**src/rtl/fifo_wr_ctrl.sv**
```systemverilog
// Write-domain control for an async FIFO: binary/Gray write pointer, read-pointer
// synchronizer, registered full flag, fill level and sticky overflow.
module fifo_wr_ctrl #(
   parameter int ADDR_W      = 3,
   parameter int SYNC_STAGES = 2
) (
   input  logic              clk,
   input  logic              rst_n,
   input  logic              w_inc,
   input  logic [ADDR_W:0]   rd_ptr_gray,
   output logic [ADDR_W-1:0] wraddress,
   output logic [ADDR_W:0]   wr_ptr_gray,
   output logic              wr_en,
   output logic              full,
   output logic [ADDR_W:0]   fill_level,
   output logic              overflow
);

   localparam int PTR_W = ADDR_W + 1;
   localparam int DEPTH = 1 << ADDR_W;

   if (SYNC_STAGES < 2) begin : g_bad_sync
      $error("fifo_wr_ctrl: SYNC_STAGES must be at least 2");
   end
   if (ADDR_W < 2) begin : g_bad_addr
      $error("fifo_wr_ctrl: ADDR_W must be at least 2");
   end

   function automatic logic [ADDR_W:0] gray2bin(input logic [ADDR_W:0] g);
      logic [ADDR_W:0] b;
      b[ADDR_W] = g[ADDR_W];
      for (int i = ADDR_W - 1; i >= 0; i--) begin
         b[i] = b[i+1] ^ g[i];
      end
      return b;
   endfunction

   logic [ADDR_W:0] wr_bin;
   logic [ADDR_W:0] wr_bin_next;
   logic [ADDR_W:0] wr_gray_next;
   logic [ADDR_W:0] rq_sync;
   logic [ADDR_W:0] rq_bin;
   logic [ADDR_W:0] full_pattern;
   logic            full_next;
   logic [ADDR_W:0] sync_q [SYNC_STAGES];

   assign wr_en        = w_inc && !full;
   assign wr_bin_next  = wr_bin + PTR_W'(wr_en);
   assign wr_gray_next = wr_bin_next ^ (wr_bin_next >> 1);
   assign wraddress    = wr_bin[ADDR_W-1:0];

   // Full when the next write pointer has lapped the synchronized read pointer
   // by exactly one depth: in Gray form that is the top two bits inverted.
   assign rq_sync      = sync_q[SYNC_STAGES-1];
   assign full_pattern = {~rq_sync[ADDR_W:ADDR_W-1], rq_sync[ADDR_W-2:0]};
   assign full_next    = (wr_gray_next == full_pattern);

   assign rq_bin       = gray2bin(rq_sync);
   assign fill_level   = wr_bin - rq_bin;

   // NOTE: sequential state uses non-blocking assignments so every flop samples
   // pre-edge values regardless of statement order.
   always_ff @(posedge clk or negedge rst_n) begin
      if (!rst_n) begin
         wr_bin      <= '0;
         wr_ptr_gray <= '0;
         full        <= 1'b0;
         overflow    <= 1'b0;
      end else begin
         wr_bin      <= wr_bin_next;
         wr_ptr_gray <= wr_gray_next;
         full        <= full_next;
         if (w_inc && full) begin
            overflow <= 1'b1;
         end
      end
   end

   // NOTE: the synchronizer flops are reset so a freshly reset FIFO reads as
   // empty; this chain is plain flops, not a memory array.
   always_ff @(posedge clk or negedge rst_n) begin
      if (!rst_n) begin
         for (int i = 0; i < SYNC_STAGES; i++) begin
            sync_q[i] <= '0;
         end
      end else begin
         sync_q[0] <= rd_ptr_gray;
         for (int i = 1; i < SYNC_STAGES; i++) begin
            sync_q[i] <= sync_q[i-1];
         end
      end
   end

   a_gray_one_bit : assert property (@(posedge clk) disable iff (!rst_n)
      $countones(wr_ptr_gray ^ $past(wr_ptr_gray)) <= 1);

   a_fill_bound : assert property (@(posedge clk) disable iff (!rst_n)
      fill_level <= PTR_W'(DEPTH));

endmodule
```
**config.mk**
```make
export PLATFORM = sky130hd
export DESIGN_NAME = fifo_wr_ctrl
export DESIGN_NICKNAME = d
export VERILOG_FILES = /design/src/rtl/fifo_wr_ctrl.sv
export SDC_FILE = /design/constraint.sdc
export NUM_CORES = 1
export LEC_CHECK = 0
export CORE_MARGIN = 2
export CORE_UTILIZATION = 50
export DETAILED_ROUTE_END_ITERATION = 12
export PLACE_DENSITY = 0.83
export SYNTH_ARGS = -nofsm -noshare
export SYNTH_HDL_FRONTEND = slang
export SYNTH_SLANG_ARGS = --single-unit
```
**constraint.sdc**
```tcl
create_clock -name clk -period 5.45 [get_ports clk]
set_clock_uncertainty 0.15 [all_clocks]
set_input_delay 1.09 -clock clk [delete_from_list [all_inputs] [get_ports clk]]
set_output_delay 1.09 -clock clk [all_outputs]
set_load 0.01 [all_outputs]
```
==> impl_metrics.prom, run 1 <==
# TYPE chip_impl_metric gauge
chip_impl_metric{name="grt_pass1_wl",unit="um"} 2190
chip_impl_metric{name="number_of_global_route_vias_before_repair",unit=""} 512
chip_impl_metric{name="detail_route.iter0.violations",unit=""} 0
chip_impl_metric{name="finalWorstPathRequiredPeriod",unit="ns"} 4.05
chip_impl_info{name="setup.worst_path.start_class",value="flop"} 1
chip_impl_metric{name="cts_hold_repair.buffers",unit=""} 0
chip_impl_info{name="grt_setup_unrepaired",value="false"} 1
chip_impl_metric{name="ir_worst_vdd",unit="V"} 0.000335
chip_impl_metric{name="nFillCells",unit=""} 104
chip_impl_metric{name="r2r_slack",unit="ns"} 3.30
chip_impl_metric{name="max_slew.worst_pin.slew",unit="ns"} 0.708
chip_impl_metric{name="floorplan.die.width",unit="um"} 44.8
chip_impl_metric{name="power.internal",unit="W"} 0.000401
chip_impl_metric{name="drive_above_1_share",unit="%"} 10.3
chip_impl_metric{name="die_area",unit="mm^2"} 0.00200
chip_impl_metric{name="comb_power_share",unit="%"} 57.0
chip_impl_metric{name="placement.setup.worst_slack",unit="ns"} 1.68
chip_impl_info{name="tritoncts_clock_tree",value="done"} 1
chip_impl_metric{name="min_period_over_period",unit="%"} 74.3
chip_impl_metric{name="seq_power_share",unit="%"} 33.1
chip_impl_info{name="critical_path.endpoint_type",value="output pin"} 1
chip_impl_metric{name="antenna-diode-count",unit=""} 0
chip_impl_metric{name="yosys.cell_types.count",unit=""} 23
chip_impl_info{name="post_synth_most_frequent_cells",value="sky130_fd_sc_hd__dfrtp_1, sky130_fd_sc_hd__xnor2_1, sky130_fd_sc_hd__ha_1"} 1
chip_impl_info{name="synth.largest_area_cell",value="sky130_fd_sc_hd__dfrtp_1"} 1
chip_impl_metric{name="cts_max_path_buffers",unit=""} 2
chip_impl_metric{name="syn-num-nets",unit=""} 79
chip_impl_metric{name="ios",unit=""} 21
chip_impl_metric{name="post-dp-hpwl",unit="um"} 1020
chip_impl_metric{name="synth_enable_flop_cells",unit=""} 0
chip_impl_metric{name="switching_power_total",unit="W"} 0.000223
chip_impl_metric{name="timing.final.ws_setup",unit="ns"} 1.40
chip_impl_metric{name="port_buffers",unit=""} 20
chip_impl_metric{name="clkSinkCount",unit=""} 17
chip_impl_metric{name="postSynthCellCount",unit=""} 66
chip_impl_metric{name="cp.required",unit="ns"} 4.21
chip_impl_metric{name="core",unit="mm^2"} 0.00152
chip_impl_metric{name="routed_via_density",unit=""} 4.94
chip_impl_metric{name="dr_wl_cell",unit="um"} 12.2
chip_impl_metric{name="maxClockFrequency",unit="MHz"} 247
chip_impl_metric{name="post_placement_cell_count",unit=""} 99
chip_impl_metric{name="syn-cell-area",unit="um^2"} 831
chip_impl_metric{name="power.density_cell_area",unit="mW/mm^2"} 586
chip_impl_metric{name="die_y",unit="um"} 44.8
chip_impl_metric{name="cp_max_fo",unit=""} 7
chip_impl_info{name="crit-reg2reg-launch",value="full$_DFF_PN0_"} 1
chip_impl_metric{name="hold-worst-slack",unit="ns"} 0.204
chip_impl_metric{name="maximum_number_of_pins_on_one_net_before_global_route_repair",unit=""} 18
chip_impl_metric{name="min_delay_path_depth",unit=""} 0
chip_impl_metric{name="ctsHtreeMaxLevel",unit=""} 1
chip_impl_metric{name="cts_resized",unit=""} 0
chip_impl_metric{name="layout.cells.non_filler",unit=""} 103
chip_impl_metric{name="wl",unit="um"} 1250
chip_impl_metric{name="place.gp.congestion",unit=""} 0.714
chip_impl_metric{name="synth_sequential_area_ratio",unit="%"} 51.2
chip_impl_metric{name="cts_setup_buffers",unit=""} 0
chip_impl_info{name="worst-setup-path-type",value="reg -> out"} 1
chip_impl_metric{name="worst_skew_pair_later_pin_latency",unit="ns"} 0.27
chip_impl_metric{name="timing.final.max_slew_violations",unit=""} 0
chip_impl_metric{name="syn-mean-instance-area",unit="um^2"} 12.6
chip_impl_info{name="hp-class",value="reg -> reg"} 1
chip_impl_metric{name="clockPowerShare",unit="%"} 9.9
chip_impl_metric{name="path_clk_slew",unit="ns"} 0.09
chip_impl_metric{name="gr-usage-all-layers",unit="%"} 15.2
chip_impl_info{name="run_status",value="finished, final reports clean"} 1
chip_impl_metric{name="gr-total-overflow",unit=""} 0
chip_impl_info{name="clock_tree.root_cell",value="sky130_fd_sc_hd__clkbuf_4"} 1
chip_impl_metric{name="area_growth_from_synthesis_to_final_layout",unit="%"} 28.0
chip_impl_info{name="min_to",value="rq_sync[0]$_DFF_PN0_"} 1
chip_impl_metric{name="routed-via-count",unit=""} 509
chip_impl_metric{name="synth.ff_latch_count",unit=""} 17
chip_impl_metric{name="num_rows",unit=""} 14
chip_impl_metric{name="timing.final.hold_violations",unit=""} 0
chip_impl_metric{name="netlist.area_leader.share",unit="%"} 51.2
chip_impl_metric{name="fin_nets",unit=""} 101
chip_impl_info{name="synth_ff_type",value="sky130_fd_sc_hd__dfrtp_1"} 1
chip_impl_metric{name="cts_inserted_buffers",unit=""} 3
chip_impl_metric{name="max-cap-violations",unit=""} 0
chip_impl_metric{name="drc",unit=""} 0
chip_impl_info{name="main_area_contributors_after_synthesis",value="sky130_fd_sc_hd__dfrtp_1, sky130_fd_sc_hd__xnor2_1, sky130_fd_sc_hd__ha_1"} 1
chip_impl_info{name="worstHoldStart",value="sync_q[4]$_DFF_PN0_"} 1
chip_impl_metric{name="p_leak",unit="nW"} 0.457
chip_impl_info{name="yosys.cell_count.top_type",value="sky130_fd_sc_hd__dfrtp_1"} 1
chip_impl_metric{name="yosys_warnings",unit=""} 0
chip_impl_metric{name="setup_violations",unit=""} 0
chip_impl_metric{name="starting_density_of_the_core",unit="%"} 54.5
chip_impl_metric{name="slew-limit-headroom",unit="%"} 52.6
chip_impl_metric{name="antenna_found_initial",unit=""} 0
chip_impl_metric{name="drt.antenna.violating_nets",unit=""} 0
chip_impl_metric{name="drt-pass1-iter-count",unit=""} 1
chip_impl_metric{name="final.setup.tns",unit="ns"} 0
chip_impl_metric{name="worst-r2r-cell-count",unit=""} 6
chip_impl_metric{name="switching_share",unit="%"} 35.7
chip_impl_metric{name="cp.arrival",unit="ns"} 2.81
chip_impl_metric{name="synthArstFlopShare",unit="%"} 100
chip_impl_info{name="rr_endpoint",value="full$_DFF_PN0_"} 1
-- layout by cell type, fill, tap and decap left out --
master	n
sky130_fd_sc_hd__a21o_1	2
sky130_fd_sc_hd__a31oi_1	2
sky130_fd_sc_hd__nor2b_1	4
sky130_fd_sc_hd__or3b_2	2
sky130_fd_sc_hd__clkbuf_4	3
sky130_fd_sc_hd__and4_1	1
sky130_fd_sc_hd__xor2_2	2
sky130_fd_sc_hd__nand2_1	1
sky130_fd_sc_hd__ha_1	5
sky130_fd_sc_hd__clkbuf_1	1
sky130_fd_sc_hd__xor2_1	4
sky130_fd_sc_hd__a21oi_1	2
sky130_fd_sc_hd__nor2_1	1
sky130_fd_sc_hd__nand4_1	1
sky130_fd_sc_hd__nand3_1	1
sky130_fd_sc_hd__a221o_1	1
sky130_fd_sc_hd__dfrtp_1	17
sky130_fd_sc_hd__maj3_2	1
sky130_fd_sc_hd__xnor2_1	9
sky130_fd_sc_hd__inv_1	4
sky130_fd_sc_hd__mux2_2	1
sky130_fd_sc_hd__clkdlybuf4s50_1	20
sky130_fd_sc_hd__or2b_1	1
sky130_fd_sc_hd__fa_1	1
-- power groups by stage --
stage	logic [W]	clock network, W	registers [W]
4_1_cts	0.000362	0.0000656	0.000207
3_5_place_dp	0.000360	0	0.000209
2_1_floorplan	0.000211	0	0.000206
3_3_place_gp	0.000352	0	0.000206
5_1_grt	0.000388	0.0000714	0.000214
6_report	0.000355	0.0000618	0.000206
-- metrics by stage --
| stage | util [%] | power (W) | instance area, um^2 |
|---|---|---|---|
| after global placement | 68.1 | 0.000559 | 1040 |
| after CTS | 69.8 | 0.000634 | 1060 |
| final | 69.8 | 0.000623 | 1060 |
| after floorplan | - | 0.000418 | 831 |
| after global routing | 69.8 | 0.000674 | 1060 |
| after detailed placement | 68.1 | 0.000569 | 1040 |
-- worst max-delay path, stage by stage (launching register included) --
cell	delay, ns
sky130_fd_sc_hd__dfrtp_1	0.46
sky130_fd_sc_hd__xnor2_1	0.26
sky130_fd_sc_hd__xor2_1	0.35
sky130_fd_sc_hd__xnor2_1	0.17
sky130_fd_sc_hd__ha_1	0.16
sky130_fd_sc_hd__inv_1	0.06
sky130_fd_sc_hd__fa_1	0.38
sky130_fd_sc_hd__xor2_1	0.16
sky130_fd_sc_hd__clkdlybuf4s50_1	0.55
-- worst max-delay path by stage --
| stage | from | to | slack [ns] |
|---|---|---|---|
| after CTS | rq_sync[2]$_DFF_PN0_ | fill_level[2] | 1.37 |
| after global placement | rq_sync[3]$_DFF_PN0_ | fill_level[2] | 1.80 |
| after floorplan | rq_sync[2]$_DFF_PN0_ | fill_level[2] | 2.22 |
| after detailed placement | rq_sync[2]$_DFF_PN0_ | fill_level[2] | 1.68 |
| after global routing | rq_sync[2]$_DFF_PN0_ | fill_level[2] | 1.22 |
| final | rq_sync[2]$_DFF_PN0_ | fill_level[2] | 1.40 |
-- flip-flops by register name, indices dropped and copies added, names as in the netlist --
register,count
full,1
wr_ptr_gray,3
sync_q,4
wr_bin,4
rq_sync,4
overflow,1
-- final cells by class --
| type | instances | area [um^2] | area share, % |
|---|---|---|---|
| multi-input combinational | 42 | 377 | 35.4 |
| sequential | 17 | 425 | 40.0 |
| tap | 16 | 20.0 | 1.88 |
| clock buffer | 4 | 26.3 | 2.47 |
| inverter | 4 | 15.0 | 1.41 |
| timing repair buffer | 20 | 200 | 18.8 |
-- kinds of logic after synthesis --
| group | Yosys count | share of synthesized area [%] |
|---|---|---|
| flip-flops | 17 | 51.2 |
| XOR/XNOR | 15 | 17.6 |
| AND/OR/NAND/NOR | 12 | 9.34 |
| AO/OA/AOI/OAI | 7 | 5.72 |
| buffers and inverters | 7 | 3.46 |
| adder cells (fa/ha/maj) | 7 | 11.3 |
| multiplexers | 1 | 1.36 |
-- per-layer routing --
metal,global-route usage (%),share of wire (%)
met1,21.4,47
met5,0,0
met4,3.64,0
met2,24.1,49
met3,3.60,3.4
Power figures use the tool's default switching activity.
==> inputs of run 2 (changes only) <==
--- a/config.mk
+++ b/config.mk
@@ -6,9 +6,9 @@
 export NUM_CORES = 1
 export LEC_CHECK = 0
 export CORE_MARGIN = 2
-export CORE_UTILIZATION = 50
+export CORE_UTILIZATION = 42
 export DETAILED_ROUTE_END_ITERATION = 12
-export PLACE_DENSITY = 0.83
+export PLACE_DENSITY = 0.75
 export SYNTH_ARGS = -nofsm -noshare
 export SYNTH_HDL_FRONTEND = slang
 export SYNTH_SLANG_ARGS = --single-unit
==> constraint.sdc (replaced) <==
create_clock -name clk -period 3.4 [get_ports clk]
set_clock_uncertainty 0.15 [all_clocks]
set_input_delay 0.68 -clock clk [delete_from_list [all_inputs] [get_ports clk]]
set_output_delay 0.68 -clock clk [all_outputs]
set_load 0.01 [all_outputs]
==> impl_metrics.prom, run 2 (synthesis results as in run 1) <==
# TYPE chip_impl_metric gauge
chip_impl_metric{name="drt.antenna.violating_nets",unit=""} 0
chip_impl_metric{name="cp_max_fo",unit=""} 4
chip_impl_metric{name="switching_share",unit="%"} 36.8
chip_impl_metric{name="max-cap-violations",unit=""} 0
chip_impl_metric{name="cp.required",unit="ns"} 2.57
chip_impl_metric{name="power.internal",unit="W"} 0.000636
chip_impl_metric{name="timing.final.ws_setup",unit="ns"} 0.204
chip_impl_metric{name="max_slew.worst_pin.slew",unit="ns"} 0.712
chip_impl_metric{name="maxClockFrequency",unit="MHz"} 313
chip_impl_info{name="run_status",value="finished, final reports clean"} 1
chip_impl_metric{name="cts_hold_repair.buffers",unit=""} 0
chip_impl_metric{name="routed-via-count",unit=""} 557
chip_impl_metric{name="cts_max_path_buffers",unit=""} 2
chip_impl_metric{name="drt-pass1-iter-count",unit=""} 4
chip_impl_metric{name="ios",unit=""} 21
chip_impl_metric{name="final.setup.tns",unit="ns"} 0
chip_impl_metric{name="seq_power_share",unit="%"} 33.3
chip_impl_info{name="grt_setup_unrepaired",value="false"} 1
chip_impl_metric{name="dr_wl_cell",unit="um"} 11.9
chip_impl_metric{name="fin_nets",unit=""} 106
chip_impl_metric{name="grt_pass1_wl",unit="um"} 2260
chip_impl_info{name="tritoncts_clock_tree",value="done"} 1
chip_impl_info{name="most-common-layout-cells",value="sky130_fd_sc_hd__clkdlybuf4s50_1, sky130_fd_sc_hd__dfrtp_1, sky130_fd_sc_hd__xnor2_1"} 1
chip_impl_metric{name="ir_worst_vdd",unit="V"} 0.000480
chip_impl_metric{name="clockPowerShare",unit="%"} 10.0
chip_impl_metric{name="antenna-diode-count",unit=""} 0
chip_impl_metric{name="drc",unit=""} 0
chip_impl_metric{name="critical_path_buf_inv_count",unit=""} 2
chip_impl_metric{name="area_growth_from_synthesis_to_final_layout",unit="%"} 38.0
chip_impl_metric{name="power.density_cell_area",unit="mW/mm^2"} 878
chip_impl_metric{name="slew-limit-headroom",unit="%"} 52.4
chip_impl_metric{name="ctsHtreeMaxLevel",unit=""} 1
chip_impl_info{name="most_common_cell_after_layout_fill_and_taps_aside",value="sky130_fd_sc_hd__clkdlybuf4s50_1"} 1
chip_impl_metric{name="path_clk_slew",unit="ns"} 0.09
chip_impl_metric{name="min_period_over_period",unit="%"} 94.0
chip_impl_metric{name="nFillCells",unit=""} 164
chip_impl_metric{name="switching_power_total",unit="W"} 0.000370
chip_impl_info{name="cp_top_family",value="XOR/XNOR gates"} 1
chip_impl_metric{name="post_layout_power",unit="W"} 0.00101
chip_impl_metric{name="num_rows",unit=""} 16
chip_impl_metric{name="timing.final.hold_violations",unit=""} 0
chip_impl_info{name="worst-setup-path-type",value="reg -> out"} 1
chip_impl_metric{name="final_core_util",unit="%"} 59.6
chip_impl_info{name="ordered_cell_list_for_the_critical_path",value="xnor2_4 -> xor2_2 -> xnor2_1 -> ha_1 -> inv_1 -> fa_1 -> xor2_1 -> dlygate4sd2_1"} 1
chip_impl_metric{name="worst_skew_pair_later_pin_latency",unit="ns"} 0.28
chip_impl_info{name="hp-class",value="reg -> reg"} 1
chip_impl_metric{name="starting_density_of_the_core",unit="%"} 43.2
chip_impl_metric{name="routed_via_density",unit=""} 4.68
chip_impl_metric{name="cp.arrival",unit="ns"} 2.37
chip_impl_metric{name="wl",unit="um"} 1420
chip_impl_metric{name="die_area",unit="mm^2"} 0.00235
chip_impl_metric{name="floorplan.die.width",unit="um"} 48.5
chip_impl_metric{name="number_of_global_route_vias_before_repair",unit=""} 534
chip_impl_metric{name="finalWorstPathRequiredPeriod",unit="ns"} 3.20
chip_impl_metric{name="post-dp-hpwl",unit="um"} 1060
chip_impl_metric{name="detail_route.iter0.violations",unit=""} 5
chip_impl_metric{name="placement.setup.worst_slack",unit="ns"} 0.0633
chip_impl_info{name="critical_path.endpoint_type",value="output pin"} 1
chip_impl_info{name="setup.worst_path.start_class",value="flop"} 1
chip_impl_metric{name="gr-total-overflow",unit=""} 0
chip_impl_metric{name="port_buffers",unit=""} 20
chip_impl_metric{name="place.gp.congestion",unit=""} 0.714
chip_impl_metric{name="slowest_delay",unit="ns"} 0.47
chip_impl_metric{name="clkSinkCount",unit=""} 17
chip_impl_info{name="slowest_stage",value="sky130_fd_sc_hd__dfrtp_2"} 1
chip_impl_metric{name="die_y",unit="um"} 48.5
chip_impl_metric{name="gr-usage-all-layers",unit="%"} 12.8
chip_impl_metric{name="comb_power_share",unit="%"} 56.6
chip_impl_metric{name="core",unit="mm^2"} 0.00192
chip_impl_metric{name="cts_inserted_buffers",unit=""} 3
chip_impl_metric{name="setup_violations",unit=""} 0
chip_impl_metric{name="p_leak",unit="nW"} 0.508
chip_impl_metric{name="antenna_found_initial",unit=""} 0
chip_impl_info{name="clock_tree.root_cell",value="sky130_fd_sc_hd__clkbuf_4"} 1
chip_impl_metric{name="drive_above_1_share",unit="%"} 18.5
chip_impl_metric{name="maximum_number_of_pins_on_one_net_before_global_route_repair",unit=""} 18
chip_impl_metric{name="timing.final.max_slew_violations",unit=""} 0
-- run 2: cell types whose count changed in the layout (fill, tap and decap cells not counted) --
cell	delta
sky130_fd_sc_hd__dfrtp_1	-1
sky130_fd_sc_hd__dlygate4sd2_1	+1
sky130_fd_sc_hd__dlymetal6s2s_1	+2
sky130_fd_sc_hd__xnor2_4	+1
sky130_fd_sc_hd__xor2_1	-1
sky130_fd_sc_hd__xor2_2	+1
sky130_fd_sc_hd__xnor2_1	-1
sky130_fd_sc_hd__buf_4	+5
sky130_fd_sc_hd__clkdlybuf4s50_1	-3
sky130_fd_sc_hd__dfrtp_2	+1
-- run 2: power groups by stage --
stage | Sequential [W] | Combinational [W] | Clock, W
after floorplan | 0.000330 | 0.000339 | 0
after global placement | 0.000333 | 0.000565 | 0
after detailed placement | 0.000338 | 0.000581 | 0
after CTS | 0.000336 | 0.000583 | 0.000105
after global routing | 0.000348 | 0.000620 | 0.000118
final | 0.000335 | 0.000570 | 0.000101
-- run 2: worst paths after layout --
path                                           start                    to  slack, ns  cells after the start
worst max register to register        full$_DFF_PN0_        full$_DFF_PN0_       1.28                      6
worst max-delay path            rq_sync[3]$_DFF_PN0_         fill_level[2]       0.20                      8
worst min register to register   sync_q[4]$_DFF_PN0_  rq_sync[0]$_DFF_PN0_       0.20                      0
min in group asynchronous                      rst_n   wr_bin[0]$_DFF_PN0_       0.67                      1
worst min-delay path             sync_q[4]$_DFF_PN0_  rq_sync[0]$_DFF_PN0_       0.20                      0
max in group asynchronous                      rst_n  rq_sync[3]$_DFF_PN0_       1.94                      1
-- run 2: timing repair --
action,in CTS,in global routing
buffers inserted,3,1
endpoints found under the setup margin,3,2
resized for setup,4,3
pin swaps,2,2
-- run 2: layout make-up --
cell class	instances	area (um^2)	share of cell area [%]
multi-input cells	42	403	35.2
well taps	27	33.8	2.95
inverters	4	15.0	1.31
clock buffers	4	26.3	2.29
repair buffers	25	241	21.1
flip-flops and latches	17	427	37.2
-- run 2: stage by stage --
stage	hold slack (ns)	cells	area, um^2
after floorplan	0.181	66	831
after global placement	0.184	111	1060
after detailed placement	0.186	111	1060
after CTS	0.207	118	1120
after global routing	0.220	119	1150
final	0.204	119	1150
-- run 2: per-layer routing --
layer  track usage, %  wire length, um
met5                0                0
met3             2.78               32
met1             15.1              617
met2             21.1              757
met4             8.57               14
==> inputs of run 3 (changes only) <==
--- a/config.mk
+++ b/config.mk
@@ -7,6 +7,7 @@
 export LEC_CHECK = 0
 export CORE_MARGIN = 2
 export CORE_UTILIZATION = 42
+export CTS_BUF_LIST = sky130_fd_sc_hd__clkbuf_16
 export DETAILED_ROUTE_END_ITERATION = 12
 export PLACE_DENSITY = 0.75
 export SYNTH_ARGS = -nofsm -noshare
==> impl_metrics.prom, run 3 (synthesis results as in run 1) <==
# TYPE chip_impl_metric gauge
chip_impl_metric{name="fin_nets",unit=""} 105
chip_impl_info{name="setup.worst_path.start_class",value="flop"} 1
chip_impl_metric{name="path_clk_slew",unit="ns"} 0.05
chip_impl_metric{name="timing.final.hold_violations",unit=""} 0
chip_impl_info{name="worst-setup-path-type",value="reg -> out"} 1
chip_impl_metric{name="min_period_over_period",unit="%"} 93.0
chip_impl_metric{name="timing.final.ws_setup",unit="ns"} 0.236
chip_impl_metric{name="cts_max_path_buffers",unit=""} 2
chip_impl_info{name="cp_launch_point",value="rq_sync[3]$_DFF_PN0_"} 1
chip_impl_metric{name="antenna_found_initial",unit=""} 0
chip_impl_metric{name="drive_above_1_share",unit="%"} 17.6
chip_impl_metric{name="floorplan.die.width",unit="um"} 48.5
chip_impl_metric{name="starting_density_of_the_core",unit="%"} 43.2
chip_impl_metric{name="ios",unit=""} 21
chip_impl_metric{name="timing.final.max_slew_violations",unit=""} 0
chip_impl_metric{name="maxClockFrequency",unit="MHz"} 316
chip_impl_metric{name="wl",unit="um"} 1440
chip_impl_metric{name="drt.antenna.violating_nets",unit=""} 0
chip_impl_info{name="tritoncts_clock_tree",value="done"} 1
chip_impl_metric{name="ctsHtreeMaxLevel",unit=""} 1
chip_impl_metric{name="post_layout_power",unit="W"} 0.00113
chip_impl_metric{name="port_buffers",unit=""} 20
chip_impl_metric{name="min_delay_path_depth",unit=""} 0
chip_impl_info{name="run_status",value="finished, final reports clean"} 1
chip_impl_metric{name="grt_pass1_wl",unit="um"} 2300
chip_impl_metric{name="wl_met3",unit="um"} 36
chip_impl_metric{name="antenna-diode-count",unit=""} 0
chip_impl_metric{name="area_growth_from_synthesis_to_final_layout",unit="%"} 43.4
chip_impl_metric{name="maximum_number_of_pins_on_one_net_before_global_route_repair",unit=""} 18
chip_impl_metric{name="worst-r2r-cell-count",unit=""} 6
chip_impl_info{name="clock_tree.root_cell",value="sky130_fd_sc_hd__clkbuf_16"} 1
chip_impl_metric{name="ir_worst_vdd",unit="V"} 0.000574
chip_impl_metric{name="worst_skew_pair_later_pin_latency",unit="ns"} 0.24
chip_impl_info{name="most-common-layout-cells",value="sky130_fd_sc_hd__clkdlybuf4s50_1, sky130_fd_sc_hd__dfrtp_1, sky130_fd_sc_hd__xnor2_1"} 1
chip_impl_info{name="hp-class",value="reg -> reg"} 1
chip_impl_metric{name="cp_max_fo",unit=""} 5
chip_impl_metric{name="max-cap-violations",unit=""} 0
chip_impl_info{name="min_to",value="rq_sync[0]$_DFF_PN0_"} 1
chip_impl_metric{name="gr-total-overflow",unit=""} 0
chip_impl_info{name="topRoutingLayerUsed",value="met4"} 1
chip_impl_metric{name="met2_wirelength",unit="um"} 757
chip_impl_metric{name="p_leak",unit="nW"} 0.530
chip_impl_metric{name="detail_route.iter0.violations",unit=""} 2
chip_impl_metric{name="max_slew.worst_pin.slew",unit="ns"} 0.699
chip_impl_metric{name="cts_inserted_buffers",unit=""} 3
chip_impl_metric{name="dr_wl_cell",unit="um"} 12.2
chip_impl_metric{name="number_of_global_route_vias_before_repair",unit=""} 542
chip_impl_metric{name="die_y",unit="um"} 48.5
chip_impl_metric{name="routedLengthMet1",unit="um"} 624
chip_impl_metric{name="cts_hold_repair.buffers",unit=""} 0
chip_impl_info{name="crit-reg2reg-launch",value="full$_DFF_PN0_"} 1
chip_impl_metric{name="cp.required",unit="ns"} 2.57
chip_impl_metric{name="core",unit="mm^2"} 0.00192
chip_impl_metric{name="drt-pass1-iter-count",unit=""} 3
chip_impl_metric{name="slew-limit-headroom",unit="%"} 53.3
chip_impl_metric{name="finalWorstPathRequiredPeriod",unit="ns"} 3.16
chip_impl_metric{name="post-dp-hpwl",unit="um"} 1060
chip_impl_info{name="grt_setup_unrepaired",value="false"} 1
chip_impl_metric{name="final.setup.tns",unit="ns"} 0
chip_impl_metric{name="place.gp.congestion",unit=""} 0.714
chip_impl_metric{name="power.density_cell_area",unit="mW/mm^2"} 948
chip_impl_metric{name="routed_via_density",unit=""} 4.73
chip_impl_metric{name="placement.setup.worst_slack",unit="ns"} 0.0633
chip_impl_info{name="rr_endpoint",value="full$_DFF_PN0_"} 1
chip_impl_info{name="most_common_cell_after_layout_fill_and_taps_aside",value="sky130_fd_sc_hd__clkdlybuf4s50_1"} 1
chip_impl_metric{name="gr-usage-all-layers",unit="%"} 12.7
chip_impl_metric{name="die_area",unit="mm^2"} 0.00235
chip_impl_metric{name="clkSinkCount",unit=""} 17
chip_impl_metric{name="drc",unit=""} 0
chip_impl_metric{name="setup_violations",unit=""} 0
chip_impl_metric{name="hold-worst-slack",unit="ns"} 0.195
chip_impl_info{name="critical_path.endpoint_type",value="output pin"} 1
chip_impl_metric{name="cp.arrival",unit="ns"} 2.33
chip_impl_info{name="worstHoldStart",value="sync_q[4]$_DFF_PN0_"} 1
chip_impl_metric{name="num_rows",unit=""} 16
chip_impl_metric{name="routed-via-count",unit=""} 558
chip_impl_metric{name="r2r_slack",unit="ns"} 1.28
[run 3: cell types whose count changed in the layout (fill, tap and decap cells not counted), sizes merged]
cell / delta
inv: +1
buf: -1
clkbuf: -1
[run 3: area by class of cell]
cell class              instances  area (um^2)
clock buffers                   3         75.1
multi-input cells              42          403
well taps                      27         33.8
clock inverters                 1         3.75
inverters                       4         15.0
fillers                       158          731
flip-flops and latches         17          427
repair buffers                 24          234
[run 3: critical path: stages, from the launching register on]
cell                            delay (ns)
sky130_fd_sc_hd__dfrtp_2              0.46
sky130_fd_sc_hd__xnor2_4              0.20
sky130_fd_sc_hd__xor2_2               0.22
sky130_fd_sc_hd__xnor2_1              0.14
sky130_fd_sc_hd__ha_1                 0.15
sky130_fd_sc_hd__inv_1                0.06
sky130_fd_sc_hd__fa_1                 0.39
sky130_fd_sc_hd__xor2_1               0.17
sky130_fd_sc_hd__dlygate4sd2_1        0.28
[run 3: how the worst max path moves through the flow]
stage,endpoint,slack (ns),cells after the start
floorplan,fill_level[2],0.58,8
global placement,fill_level[2],0.17,8
detailed placement,fill_level[2],0.06,8
CTS,fill_level[3],0.07,8
global route,fill_level[2],0.11,8
finish,fill_level[2],0.24,8
[run 3: timing repair]
item                       CTS  global route
pin swaps                    2             2
resized for setup            3             4
setup endpoints to repair    3             2
buffers inserted             3             0
gates cloned                 0             0
[run 3: routing by layer]
layer  vias up  track usage, %
met3         2            2.78
li1        264               -
met4         0            5.71
met2        13            21.5
met1       279            15.6
met5         -               0
[run 3: where the power goes]
group / switching (W) / internal [W] / leakage [nW]
clock: 0.0000660 / 0.000155 / 0.0423
sequential: 0.0000747 / 0.000263 / 0.198
combinational: 0.000242 / 0.000329 / 0.290
total: 0.000383 / 0.000747 / 0.530
[run 3: metrics by stage]
step | utilization, % | cell area, um^2 | instances
2_1_floorplan | - | 831 | 66
3_3_place_gp | 55.1 | 1060 | 111
3_5_place_dp | 55.1 | 1060 | 111
4_1_cts | 61.1 | 1170 | 118
5_1_grt | 62.0 | 1190 | 118
6_report | 62.0 | 1190 | 118
